<file path="src/rtl/dog_pkg.sv">
// Shared constants and types for the toy dog behaviour sequencer.
package dog_pkg;

  localparam int MOOD_W  = 3;
  localparam int CNT_W   = 8;
  localparam int CNT_MAX = 255;

  localparam logic [MOOD_W-1:0] SLEEP  = 3'd0;
  localparam logic [MOOD_W-1:0] AWAKE  = 3'd1;
  localparam logic [MOOD_W-1:0] HAPPY  = 3'd2;
  localparam logic [MOOD_W-1:0] HUNGRY = 3'd3;
  localparam logic [MOOD_W-1:0] BARK   = 3'd4;

  typedef enum logic [MOOD_W-1:0] {
    S_SLEEP  = SLEEP,
    S_AWAKE  = AWAKE,
    S_HAPPY  = HAPPY,
    S_HUNGRY = HUNGRY,
    S_BARK   = BARK
  } mood_e;

  // True when this tick is the one that brings the count up to lim.
  function automatic logic tick_hit(input logic tick_ev,
                                    input logic [CNT_W-1:0] cnt,
                                    input int unsigned lim);
    return tick_ev && ((32'(cnt) + 32'd1) == lim);
  endfunction

endpackage

</file>
<file path="src/rtl/dog_mood_fsm_edge_sync.sv">
// Two-flop synchronizer followed by a rising-edge detector; one pulse per input rise.
module edge_sync (
  input  logic clk,
  input  logic rst_n,
  input  logic din_i,
  output logic pulse_o
);

  logic meta_q;
  logic sync_q;
  logic prev_q;

  always_ff @(posedge clk or negedge rst_n) begin
    if (!rst_n) begin
      meta_q <= 1'b0;
      sync_q <= 1'b0;
      prev_q <= 1'b0;
    end else begin
      meta_q <= din_i;
      sync_q <= meta_q;
      prev_q <= sync_q;
    end
  end

  assign pulse_o = sync_q & ~prev_q;

endmodule

</file>
<file path="src/rtl/dog_mood_fsm.sv">
// Toy dog mood sequencer: synchronizes tick/pet/feed and runs the mood FSM on clk.
// Optional build macro DOG_AUTOWAKE_EN: wake from SLEEP after SLEEP_TICKS ticks.
//
//   state  | meaning
//   SLEEP  | eyes closed, waits for pet/feed
//   AWAKE  | idle, counts towards hunger
//   HAPPY  | tail wagging, toggles per tick
//   HUNGRY | counts towards sleep, pet makes it bark
//   BARK   | buzzer on for BARK_TICKS ticks
module dog_mood_fsm
  import dog_pkg::*;
#(
  parameter int unsigned HAPPY_TICKS  = 4,
  parameter int unsigned HUNGRY_TICKS = 12,
  parameter int unsigned BARK_TICKS   = 2,
  parameter int unsigned SLEEP_TICKS  = 8
) (
  input  logic              clk,
  input  logic              rst_n,
  input  logic              tick_in,
  input  logic              pet,
  input  logic              feed,
  output logic [MOOD_W-1:0] mood,
  output logic              wag,
  output logic              bark,
  output logic              eyes_open,
  output logic              tick_seen
);

  logic tick_ev;
  logic pet_ev;
  logic feed_ev;

  edge_sync u_sync_tick (.clk(clk), .rst_n(rst_n), .din_i(tick_in), .pulse_o(tick_ev));
  edge_sync u_sync_pet  (.clk(clk), .rst_n(rst_n), .din_i(pet),     .pulse_o(pet_ev));
  edge_sync u_sync_feed (.clk(clk), .rst_n(rst_n), .din_i(feed),    .pulse_o(feed_ev));

  mood_e            state_q, state_d;
  logic [CNT_W-1:0] cnt_q, cnt_d;
  logic             wag_q, wag_d;
  logic             bark_q, eyes_q, seen_q;

  always_comb begin
    state_d = state_q;
    wag_d   = wag_q;
    if (tick_ev && (cnt_q != CNT_W'(CNT_MAX))) cnt_d = cnt_q + 1'b1;
    else                                       cnt_d = cnt_q;

    case (state_q)
      S_SLEEP: begin
        if (feed_ev || pet_ev) state_d = S_AWAKE;
`ifdef DOG_AUTOWAKE_EN
        else if (tick_hit(tick_ev, cnt_q, SLEEP_TICKS)) state_d = S_AWAKE;
`endif
      end
      S_AWAKE: begin
        if (feed_ev || pet_ev)                           state_d = S_HAPPY;
        else if (tick_hit(tick_ev, cnt_q, HUNGRY_TICKS)) state_d = S_HUNGRY;
      end
      S_HAPPY: begin
        // feed is ignored here, so a pet arriving with it still restarts the timer
        if (pet_ev)                                     cnt_d   = '0;
        else if (tick_hit(tick_ev, cnt_q, HAPPY_TICKS)) state_d = S_AWAKE;
        else if (tick_ev)                               wag_d   = ~wag_q;
      end
      S_HUNGRY: begin
        if (feed_ev)                                    state_d = S_HAPPY;
        else if (pet_ev)                                state_d = S_BARK;
        else if (tick_hit(tick_ev, cnt_q, SLEEP_TICKS)) state_d = S_SLEEP;
      end
      S_BARK: begin
        if (feed_ev)                                   state_d = S_HAPPY;
        else if (tick_hit(tick_ev, cnt_q, BARK_TICKS)) state_d = S_HUNGRY;
      end
      default: state_d = S_SLEEP;
    endcase

    // A transitioning tick is consumed by the move and never counted in the new state.
    if (state_d != state_q) begin
      cnt_d = '0;
      wag_d = (state_d == S_HAPPY);
    end
  end

  always_ff @(posedge clk or negedge rst_n) begin
    if (!rst_n) begin
      state_q <= S_SLEEP;
      cnt_q   <= '0;
      wag_q   <= 1'b0;
      bark_q  <= 1'b0;
      eyes_q  <= 1'b0;
      seen_q  <= 1'b0;
    end else begin
      state_q <= state_d;
      cnt_q   <= cnt_d;
      wag_q   <= wag_d;
      bark_q  <= (state_d == S_BARK);
      eyes_q  <= (state_d != S_SLEEP);
      seen_q  <= tick_ev;
    end
  end

  assign mood      = state_q;
  assign wag       = wag_q;
  assign bark      = bark_q;
  assign eyes_open = eyes_q;
  assign tick_seen = seen_q;

endmodule

</file>
<file path="config.mk">
export PLATFORM = sky130hd
export DESIGN_NAME = dog_mood_fsm
export DESIGN_NICKNAME = d
export VERILOG_FILES = /design/src/rtl/dog_pkg.sv /design/src/rtl/dog_mood_fsm_edge_sync.sv /design/src/rtl/dog_mood_fsm.sv
export SDC_FILE = /design/constraint.sdc
export NUM_CORES = 1
export LEC_CHECK = 0
export BUFFER_PORTS_ARGS = -buffer_cell sky130_fd_sc_hd__buf_2
export CORE_AREA = 2 2 51 53
export CTS_BUF_LIST = sky130_fd_sc_hd__clkbuf_8
export CTS_CLUSTER_SIZE = 20
export DETAILED_ROUTE_END_ITERATION = 8
export DIE_AREA = 0 0 53 55
export PLACE_DENSITY_LB_ADDON = 0.2
export SLEW_MARGIN = 30
export SYNTH_ARGS = -nofsm -noshare
export SYNTH_HDL_FRONTEND = slang
export SYNTH_SLANG_ARGS = --single-unit
</file>
<file path="constraint.sdc">
create_clock -name clk -period 2.9 [get_ports clk]
set_input_delay 0.725 -clock clk [delete_from_list [all_inputs] [get_ports clk]]
set_output_delay 0.725 -clock clk [all_outputs]
set_load 0.01 [all_outputs]
</file>
==> metrics.log, run 1 <==
[metrics] cells resized by post-CTS repair: 0
[metrics] final cell count without fillers: about 180
[metrics] normalized max-slew margin: between 60% and 70%
[metrics] Mapped Cells: roughly 130
[metrics] I/O pin count: 12
[metrics] total instance count after detailed placement: 171
[metrics] Main synth FF type: sky130_fd_sc_hd__dfrtp_1
[metrics] Hold WC Path Type: flop to flop
[metrics] endpoint of the lowest-slack register-to-register path: cnt_q[5]$_DFF_PN0_
[metrics] number of buffers created by CTS: 3
[metrics] Least-Margin Pin Slew: approximately 0.57 ns
[metrics] die height: between 50 and 60 um
[metrics] width of the die: around 53 um
[metrics] CTS Hold Bufs: 0
[metrics] dpl hpwl: around 2100 um
[metrics] synthesized netlist net count: between 100 and 150
[metrics] instance count along the most critical hold path: 0
[metrics] total gr overflow: 0
[metrics] Worst Hold Endpoint: u_sync_tick.sync_q$_DFF_PN0_
[metrics] clock period minus worst slack: approximately 2.7 ns
[metrics] critical path start-end classification: flop to flop
[metrics] static leakage power: 0.627 nW
[metrics] maximum VDD drop: just over 0.0007 V
[metrics] share of final-layout standard cells stronger than drive strength 1: between 10% and 20%
[metrics] number of port buffers: 11
[metrics] r2r worst-path depth: 8
[metrics] routed via count: ~1100
[metrics] achievable clock frequency: 364 MHz
[metrics] netlist area before placement: around 0.0014 mm2
[metrics] crit end category: flop
[metrics] worst-case setup slack after placement: 0.183 ns
[metrics] clock edge transition at the registers on the reported setup and hold paths: ~0.090 ns
[metrics] largest net degree at the start of global routing: 25
[metrics] max-cap viol count: 0
[metrics] combinational cell fraction of total power: about two fifths
[metrics] number of violations reported at the end of detailed-routing iteration 0: 26
[metrics] Core ar.: 0.00236 mm2
[metrics] number of antenna violations at the first check in global routing: 0
[metrics] sequential cell area: about 600 um2
[metrics] max-slew violations: 0
[metrics] multi-input logic area: 747 um2
[metrics] Max Buffers Root-to-Sink: 2
[metrics] final estimated routing congestion in global placement: between 0.9 and 1
[metrics] R2R Setup Slk: approximately 0.15 ns
[metrics] Post-synth ARST share: 100%
[metrics] PwrDens: roughly 800 mW/mm2
[metrics] sw power: 0.473 mW
[metrics] origin of the critical flop-to-flop path: cnt_q[0]$_DFF_PN0_
[metrics] count of flip-flops with a built-in enable after synthesis: 0
[metrics] wire length of the first global-routing pass: ~5000 um
[metrics] clk root buf: sky130_fd_sc_hd__clkbuf_8
[metrics] Total Power: about 1.2 mW
[metrics] number of post-CTS setup repair buffers: 0
[metrics] CTS tree: done
[metrics] internal power of the cells: approximately 0.76 mW
[metrics] post-route antenna net violation count: 0
[metrics] routed wire length per instance: about 17 um
[metrics] level count of the clock H-tree: 1
[metrics] maximum fanout count along the critical path: 8
[metrics] switching part of the total power: a little under two fifths
[metrics] Via density: 6.42
[metrics] distinct cell type count after synthesis: slightly below 50
[metrics] sequential element share of the synthesized area: 42.7%
[metrics] drc violations: 0
[metrics] outcome: finished, final reports clean
[metrics] arrival time reported for the critical path endpoint: 2.89 ns
[metrics] final setup skew: slightly above 0.008 ns
[metrics] Worst-Skew Late Latency: between 0.2 and 0.3 ns
[metrics] Starting Density: between 50% and 60%
[metrics] via count of the first global-routing pass: about 1100
[metrics] number of core rows: 18
[metrics] total of endpoints with negative setup slack in the final report: 0
[metrics] Worst Min Path Start: u_sync_tick.meta_q$_DFF_PN0_
[metrics] global routing usage summed across all routing layers: approximately a quarter
[metrics] 1st-pass router iterations: 4
[metrics] category of the worst setup path launch point: flop
[metrics] Setup Total Neg Slack: 0 ns
[metrics] fill cell total of the finished layout: 196
[metrics] sink count of the clock tree: 24
[metrics] Final Cycle Share: a little over nine tenths
[metrics] RSZ-0062 raised after global routing: no
[metrics] required time reported for the critical path endpoint: about 3.0 ns
[metrics] Flop pwr share: between 30% and 40%
[metrics] yosys warns: 0
[metrics] mean area per synthesized cell: 10.5 um2
[metrics] overall die area: around 0.0029 mm2
[metrics] portion of total power attributed to the clock network: between 20% and 30%
[metrics] diode insertion count for antenna repair: 0
[metrics] worst setup margin: approximately 0.15 ns
[metrics] Final nets: 154
[metrics] wire length reported by the detailed router: between 2000 and 3000 um
[metrics] layout overhead on the synthesized area: 9.17%
[metrics] number of storage elements in the synthesis netlist: 24
[metrics] number of hold-slack violations in the final timing report: 0
[metrics] core occupancy in the finished layout: around 65%
[cells by family after synthesis]
kind of cell / count (synthesis) / share of synthesized area, %
simple gates: 51 / 19.9
compound gates: 38 / 24.7
mux: 3 / 2.23
fa+ha+maj: 3 / 2.67
buf+inv: 9 / 4.10
xor+xnor: 6 / 3.74
flops: 24 / 42.7
[synth_stat cells (all sizes together) (3+ instances only)]
cell type / number / share of area (%)
dfrtp: 24 / 43
nor2: 11 / 2.9
a21oi: 9 / 4.0
nand2: 8 / 2.1
nor3: 8 / 3.2
nand2b: 6 / 2.7
o21ai: 5 / 1.8
a211oi: 4 / 3.2
buf: 4 / 2.8
inv: 4 / 1.1
nand4: 4 / 1.8
xor2: 4 / 2.5
ha: 3 / 2.7
o21a: 3 / 1.6
[per-layer routing]
metal	vias to the layer above	part of all wire, %	GRT usage [%]
met4	0	2.8	14.5
met1	542	40	28.5
met5	-	0	0
met2	47	51	41.9
met3	13	6.1	5.11
li1	521	-	-
[worst max path at each step]
stage / end / cells after the start / start / slack [ns]
2_1_floorplan: wag$_DFFE_PN0P_ / 10 / cnt_q[0]$_DFF_PN0_ / 0.27
3_3_place_gp: wag$_DFFE_PN0P_ / 8 / cnt_q[0]$_DFF_PN0_ / 0.28
3_5_place_dp: wag$_DFFE_PN0P_ / 8 / cnt_q[0]$_DFF_PN0_ / 0.18
4_1_cts: wag$_DFFE_PN0P_ / 8 / cnt_q[0]$_DFF_PN0_ / 0.16
5_1_grt: cnt_q[0]$_DFF_PN0_ / 8 / cnt_q[0]$_DFF_PN0_ / 0.004
6_report: cnt_q[5]$_DFF_PN0_ / 8 / cnt_q[0]$_DFF_PN0_ / 0.15
[power groups by stage]
stage	sequential [mW]	combinational, mW	clock, mW
2_1_floorplan	0.450	0.362	0
3_3_place_gp	0.454	0.467	0
3_5_place_dp	0.459	0.475	0
4_1_cts	0.453	0.483	0.304
5_1_grt	0.464	0.530	0.316
6_report	0.454	0.486	0.296
[layout by cell type (no fill, tap or decap), drive strengths merged, types with 2 or more instances in the layout]
cell	count
o21a	3
mux2i	2
ha	3
a31oi	2
dfrtp	24
nor2	11
a211oi	4
nand2	8
nand2b	6
nand3b	2
and3	2
a221oi	2
clkbuf	3
nor3	8
nor2b	2
nand4	4
o21ai	5
xnor2	2
a21oi	9
buf	12
inv	4
a311oi	2
nand3	2
xor2	4
[critical path: stages, from the launching register on]
cell                        delay [ns]
sky130_fd_sc_hd__dfrtp_1          0.46
sky130_fd_sc_hd__ha_1             0.24
sky130_fd_sc_hd__buf_4            0.17
sky130_fd_sc_hd__a211oi_1         0.43
sky130_fd_sc_hd__nor2_1           0.17
sky130_fd_sc_hd__o41a_1           0.43
sky130_fd_sc_hd__o311a_1          0.20
sky130_fd_sc_hd__o2111ai_4        0.39
sky130_fd_sc_hd__nor2_1           0.12
[layout make-up]
cell class,instances,share of cell area [%]
clock inverters,1,1.96
repair buffers,12,4.08
flip-flops and latches,24,39.2
clock buffers,3,2.69
well taps,30,2.45
multi-input cells,101,48.7
inverters,4,0.979
[stage by stage]
stage               instance area (um2)  hold WS [ns]
finish                             1530         0.357
global route                       1530         0.363
CTS                                1530         0.358
detailed placement                 1460         0.337
global placement                   1460         0.334
floorplan                          1410         0.331
[sequential cells by signal, indices dropped and copies added, names as in the netlist]
name,flops
u_sync_feed.prev_q,1
tick_seen,1
u_sync_tick.prev_q,1
cnt_q,8
wag,1
u_sync_pet.prev_q,1
eyes_open,1
mood,3
u_sync_pet.sync_q,1
u_sync_feed.sync_q,1
bark,1
u_sync_tick.meta_q,1
u_sync_tick.sync_q,1
u_sync_feed.meta_q,1
u_sync_pet.meta_q,1
No activity file was read; power rests on OpenSTA's default activity.
==> inputs of run 2 (changes only) <==
--- a/config.mk
+++ b/config.mk
@@ -7,12 +7,13 @@
 export LEC_CHECK = 0
 export BUFFER_PORTS_ARGS = -buffer_cell sky130_fd_sc_hd__buf_2
-export CORE_AREA = 2 2 51 53
+export CORE_AREA = 2 2 52 54
 export CTS_BUF_LIST = sky130_fd_sc_hd__clkbuf_8
 export CTS_CLUSTER_SIZE = 20
 export DETAILED_ROUTE_END_ITERATION = 8
-export DIE_AREA = 0 0 53 55
+export DIE_AREA = 0 0 54 56
 export PLACE_DENSITY_LB_ADDON = 0.2
 export SLEW_MARGIN = 30
 export SYNTH_ARGS = -nofsm -noshare
 export SYNTH_HDL_FRONTEND = slang
+export SYNTH_HIERARCHICAL = 1
 export SYNTH_SLANG_ARGS = --single-unit
==> constraint.sdc (replaced) <==
create_clock -name clk -period 2.9 [get_ports clk]
set_input_delay 0.725 -clock clk [delete_from_list [all_inputs] [get_ports clk]]
set_output_delay 0.725 -clock clk [all_outputs]
set_load 0.05 [all_outputs]
==> run 2 against run 1 <==
Critical path depth stayed put. Cell area is 0.49% higher. Synthesized cell count is 1.5% higher. Sequential power is 2% lower. Clock skew is 0.0045 ns lower. Die area is 3.7% higher. Setup slack better by 0.12 ns. Hold slack better by 0.00068 ns. Utilization is 1.5 points lower. Clock power is 2% lower. Routed wire length is 11% lower. Largest power group unchanged. Highest routed layer unchanged.
==> metrics.log, run 2 <==
[metrics] Core ar.: 0.00243 mm2 (was 0.00236 mm2)
[metrics] Starting Density: 58.1% (was 59.4%)
[metrics] clock edge transition at the registers on the reported setup and hold paths: 0.08 ns (was 0.09 ns)
[metrics] Via density: 6.02 (was 6.42)
[metrics] Simple-Gate Fraction of Synth Area: 25.0% (was 19.9%)
[metrics] RSZ-0062 raised after global routing: no (unchanged)
[metrics] max-slew violations: 0 (unchanged)
[metrics] number of violations reported at the end of detailed-routing iteration 0: 25 (was 26)
[metrics] sequential cell area: 601 um2 (unchanged)
[metrics] diode insertion count for antenna repair: 0 (unchanged)
[metrics] synthesized netlist net count: 144 (was 142)
[metrics] wire length reported by the detailed router: 2620 um (was 2940 um)
[metrics] critical path start-end classification: flop to flop (unchanged)
[metrics] netlist area before placement: 0.00141 mm2 (about the same)
[metrics] Final Cycle Share: 90.6% (was 94.8%)
[metrics] Mapped Cells: 136 (was 134)
[metrics] width of the die: 54 um (was 53 um)
[metrics] fraction of synthesized area in multiplexers: 0.709% (was 2.23%)
[metrics] number of buffers created by CTS: 3 (unchanged)
[metrics] total instance count after detailed placement: 172 (was 171)
[metrics] top register by number of flip-flops: cnt_q (unchanged)
[metrics] number of post-CTS setup repair buffers: 0 (unchanged)
[metrics] synthesized-area fraction occupied by adder cells: 2.66% (was 2.67%)
[metrics] mean area per synthesized cell: 10.4 um2 (was 10.5 um2)
[metrics] final design instance area without fill: 0.00154 mm2 (was 0.00153 mm2)
[metrics] die height: 56 um (was 55 um)
[metrics] count of flip-flops with a built-in enable after synthesis: 0 (unchanged)
[metrics] most area-consuming cells after synthesis: sky130_fd_sc_hd__dfrtp_1 (43%), sky130_fd_sc_hd__nor2_1 (4.0%), sky130_fd_sc_hd__xor2_1 (3.1%), sky130_fd_sc_hd__nor2b_4 (2.9%), sky130_fd_sc_hd__ha_1 (2.7%) (was sky130_fd_sc_hd__dfrtp_1 (43%), sky130_fd_sc_hd__nor2_1 (2.9%), sky130_fd_sc_hd__a21oi_1 (2.8%), sky130_fd_sc_hd__a211oi_2 (2.7%), sky130_fd_sc_hd__ha_1 (2.7%))
[metrics] share of final-layout standard cells stronger than drive strength 1: 21.9% (was 19.3%)
[metrics] routed wire length per instance: 14.9 um (was 16.8 um)
[metrics] largest family of logic cells by synthesized area: simple AND/OR/NAND/NOR gates (was compound AO/OA/AOI/OAI gates)
[metrics] level count of the clock H-tree: 1 (unchanged)
[metrics] largest net degree at the start of global routing: 25 (unchanged)
[metrics] most common cell after layout, fill and taps aside: sky130_fd_sc_hd__dfrtp_1 (unchanged)
[metrics] Least-Margin Pin Slew: 0.524 ns (was 0.572 ns)
[metrics] final estimated routing congestion in global placement: 0.865 (was 0.990)
[metrics] maximum VDD drop: 0.000629 V (was 0.000720 V)
[metrics] sequential element share of the synthesized area: 42.5% (was 42.7%)
[metrics] max-cap viol count: 0 (unchanged)
[metrics] top library cells by usage in the layout, fill and taps aside: sky130_fd_sc_hd__dfrtp_1 (24), sky130_fd_sc_hd__nor2_1 (15), sky130_fd_sc_hd__buf_2 (11) (was sky130_fd_sc_hd__dfrtp_1 (24), sky130_fd_sc_hd__nor2_1 (11), sky130_fd_sc_hd__buf_2 (11))
[metrics] Hold Slack: 0.358 ns (was 0.357 ns)
[metrics] required time reported for the critical path endpoint: 3.05 ns (was 3.04 ns)
[metrics] commonest cells in the netlist: sky130_fd_sc_hd__dfrtp_1 (24), sky130_fd_sc_hd__nor2_1 (15), sky130_fd_sc_hd__nand2_1 (8) (was sky130_fd_sc_hd__dfrtp_1 (24), sky130_fd_sc_hd__nor2_1 (11), sky130_fd_sc_hd__a21oi_1 (8), sky130_fd_sc_hd__nand2_1 (8), sky130_fd_sc_hd__nor3_1 (7))
[metrics] fraction of the mapped netlist area in compound gates: 18.4% (was 24.7%)
[metrics] most frequently used cell type in the post-synthesis netlist: sky130_fd_sc_hd__dfrtp_1 (unchanged)
[metrics] distinct cell type count after synthesis: 49 (unchanged)
[metrics] multi-input logic area: 747 um2 (unchanged)
[metrics] drc violations: 0 (unchanged)
[metrics] wire length of the first global-routing pass: 4460 um (was 5020 um)
[metrics] PwrDens: 795 mW/mm2 (was 806 mW/mm2)
[metrics] Setup Total Neg Slack: 0 ns (unchanged)
[metrics] number of storage elements in the synthesis netlist: 24 (unchanged)
[metrics] total gr overflow: 0 (unchanged)
[metrics] 1st-pass router iterations: 4 (unchanged)
[metrics] share of the synthesized netlist area taken by xor and xnor gates: 6.11% (was 3.74%)
[metrics] normalized max-slew margin: 64.1% (was 61.9%)
[metrics] routed via count: 1060 (was 1123)
[metrics] total of endpoints with negative setup slack in the final report: 0 (unchanged)
[metrics] crit end category: flop (unchanged)
[metrics] sink count of the clock tree: 24 (unchanged)
[metrics] Max Buffers Root-to-Sink: 2 (unchanged)
[metrics] Main synth FF type: sky130_fd_sc_hd__dfrtp_1 (unchanged)
[metrics] number of core rows: 18 (unchanged)
[metrics] via count of the first global-routing pass: 978 (was 1076)
[metrics] fill cell total of the finished layout: 197 (was 196)
[metrics] number of port buffers: 11 (unchanged)
[metrics] achievable clock frequency: 381 MHz (was 364 MHz)
[metrics] Hold WC Path Type: flop to flop (unchanged)
[metrics] final setup skew: 0.00377 ns (was 0.00829 ns)
[metrics] dpl hpwl: 1980 um (was 2130 um)
[metrics] maximum fanout count along the critical path: 8 (unchanged)
[metrics] number of antenna violations at the first check in global routing: 0 (unchanged)
[metrics] area after detailed placement: 0.00147 mm2 (was 0.00146 mm2)
[metrics] number of hold-slack violations in the final timing report: 0 (unchanged)
[metrics] Synth top area share: 42.5% (was 42.7%)
[metrics] Worst-Skew Late Latency: 0.27 ns (about the same)
[metrics] CTS tree: done (unchanged)
[metrics] post-route antenna net violation count: 0 (unchanged)
[metrics] category of the worst setup path launch point: flop (unchanged)
[metrics] final cell count without fillers: 176 (was 175)
[metrics] clk root buf: sky130_fd_sc_hd__clkbuf_8 (unchanged)
[metrics] Post-synth ARST share: 100% (unchanged)
[metrics] overall die area: 0.00302 mm2 (was 0.00292 mm2)
[metrics] layout overhead on the synthesized area: 9.12% (was 9.17%)
[metrics] cell type with the highest aggregate area in the netlist: sky130_fd_sc_hd__dfrtp_1 (unchanged)
[metrics] yosys warns: 6 (was 0)
[metrics] I/O pin count: 12 (unchanged)
[metrics] global routing usage summed across all routing layers: 19.8% (was 24.5%)
[metrics] static leakage power: 0.668 nW (was 0.627 nW)
[metrics] arrival time reported for the critical path endpoint: 2.78 ns (was 2.89 ns)
[metrics] outcome: finished, final reports clean (unchanged)
[metrics] CTS Hold Bufs: 0 (unchanged)
[metrics] flip-flop count of the largest register, all copies and words added: 8 (unchanged)
[metrics] cells resized by post-CTS repair: 0 (unchanged)
[metrics] clock period minus worst slack: 2.63 ns (was 2.75 ns)
[metrics] Final nets: 155 (was 154)
-- run 2: changes by cell type in the layout (fill, tap and decap cells not counted), moves of 3 or more --
cell                       change
sky130_fd_sc_hd__o21ai_1       +3
sky130_fd_sc_hd__nor2b_4       +3
sky130_fd_sc_hd__nor3_1        -3
sky130_fd_sc_hd__nor2_1        +4
sky130_fd_sc_hd__nand2b_1      -3
sky130_fd_sc_hd__nand3_1       +3
sky130_fd_sc_hd__o21ai_0       -3
sky130_fd_sc_hd__a21oi_1       -3
-- run 2: cell families (layout without fill, tap and decap cells) --
kind of cell	after synthesis	count (layout)
compound gates	30	30
mux	1	1
flops	24	24
buf+inv	12	22
simple gates	57	57
fa+ha+maj	3	3
xor+xnor	9	9
-- run 2: power by group --
group / total, mW / internal (mW) / switching [mW]
registers: 0.445 / 0.384 / 0.0610
logic: 0.490 / 0.151 / 0.339
clock network: 0.290 / 0.185 / 0.105
total: 1.23 / 0.720 / 0.506
-- run 2: final cells by class --
class,count,share of cell area [%]
inverters,6,1.46
flip-flops and latches,24,39.0
clock inverters,1,1.95
well taps,30,2.44
clock buffers,3,2.68
repair buffers,12,4.06
multi-input cells,100,48.5
-- run 2: critical path, cell delays in order, from the launching register on --
cell and delay, ns:
sky130_fd_sc_hd__dfrtp_1 0.48, sky130_fd_sc_hd__ha_1 0.33, sky130_fd_sc_hd__and3_4 0.21, sky130_fd_sc_hd__nor4_2 0.24, sky130_fd_sc_hd__o211ai_4 0.16, sky130_fd_sc_hd__o311ai_4 0.33
sky130_fd_sc_hd__o41ai_1 0.13, sky130_fd_sc_hd__or2_1 0.25, sky130_fd_sc_hd__or3_1 0.37
-- run 2: through the flow --
stage	power, mW	utilization [%]	setup WS, ns
after CTS	1.24	63.4	0.272
after detailed placement	0.944	60.4	0.296
after global placement	0.928	60.4	0.357
after global routing	1.29	63.4	0.0209
after floorplan	0.818	-	0.452
final	1.23	63.4	0.272
-- run 2: final timing paths --
check                                                  from                            to  slack (ns)  cells past startpoint
worst max-delay path                     cnt_q[1]$_DFF_PN0_           eyes_open$_DFF_PN0_        0.27                      8
worst min-delay path            u_sync_pet/meta_q$_DFF_PN0_   u_sync_pet/sync_q$_DFF_PN0_        0.36                      0
worst max register to register           cnt_q[1]$_DFF_PN0_           eyes_open$_DFF_PN0_        0.27                      8
worst min register to register  u_sync_pet/meta_q$_DFF_PN0_   u_sync_pet/sync_q$_DFF_PN0_        0.36                      0
max in group asynchronous                             rst_n             mood[1]$_DFF_PN0_        2.13                      1
min in group asynchronous                             rst_n  u_sync_tick/meta_q$_DFF_PN0_        0.42                      1
-- run 2: metal layers --
metal	vias to the layer above	GRT usage (%)	wire length, um
met5	-	0	0
met4	0	5.36	36
met3	4	3.23	122
met2	28	28.7	1250
met1	515	30.2	1210
li1	513	-	-
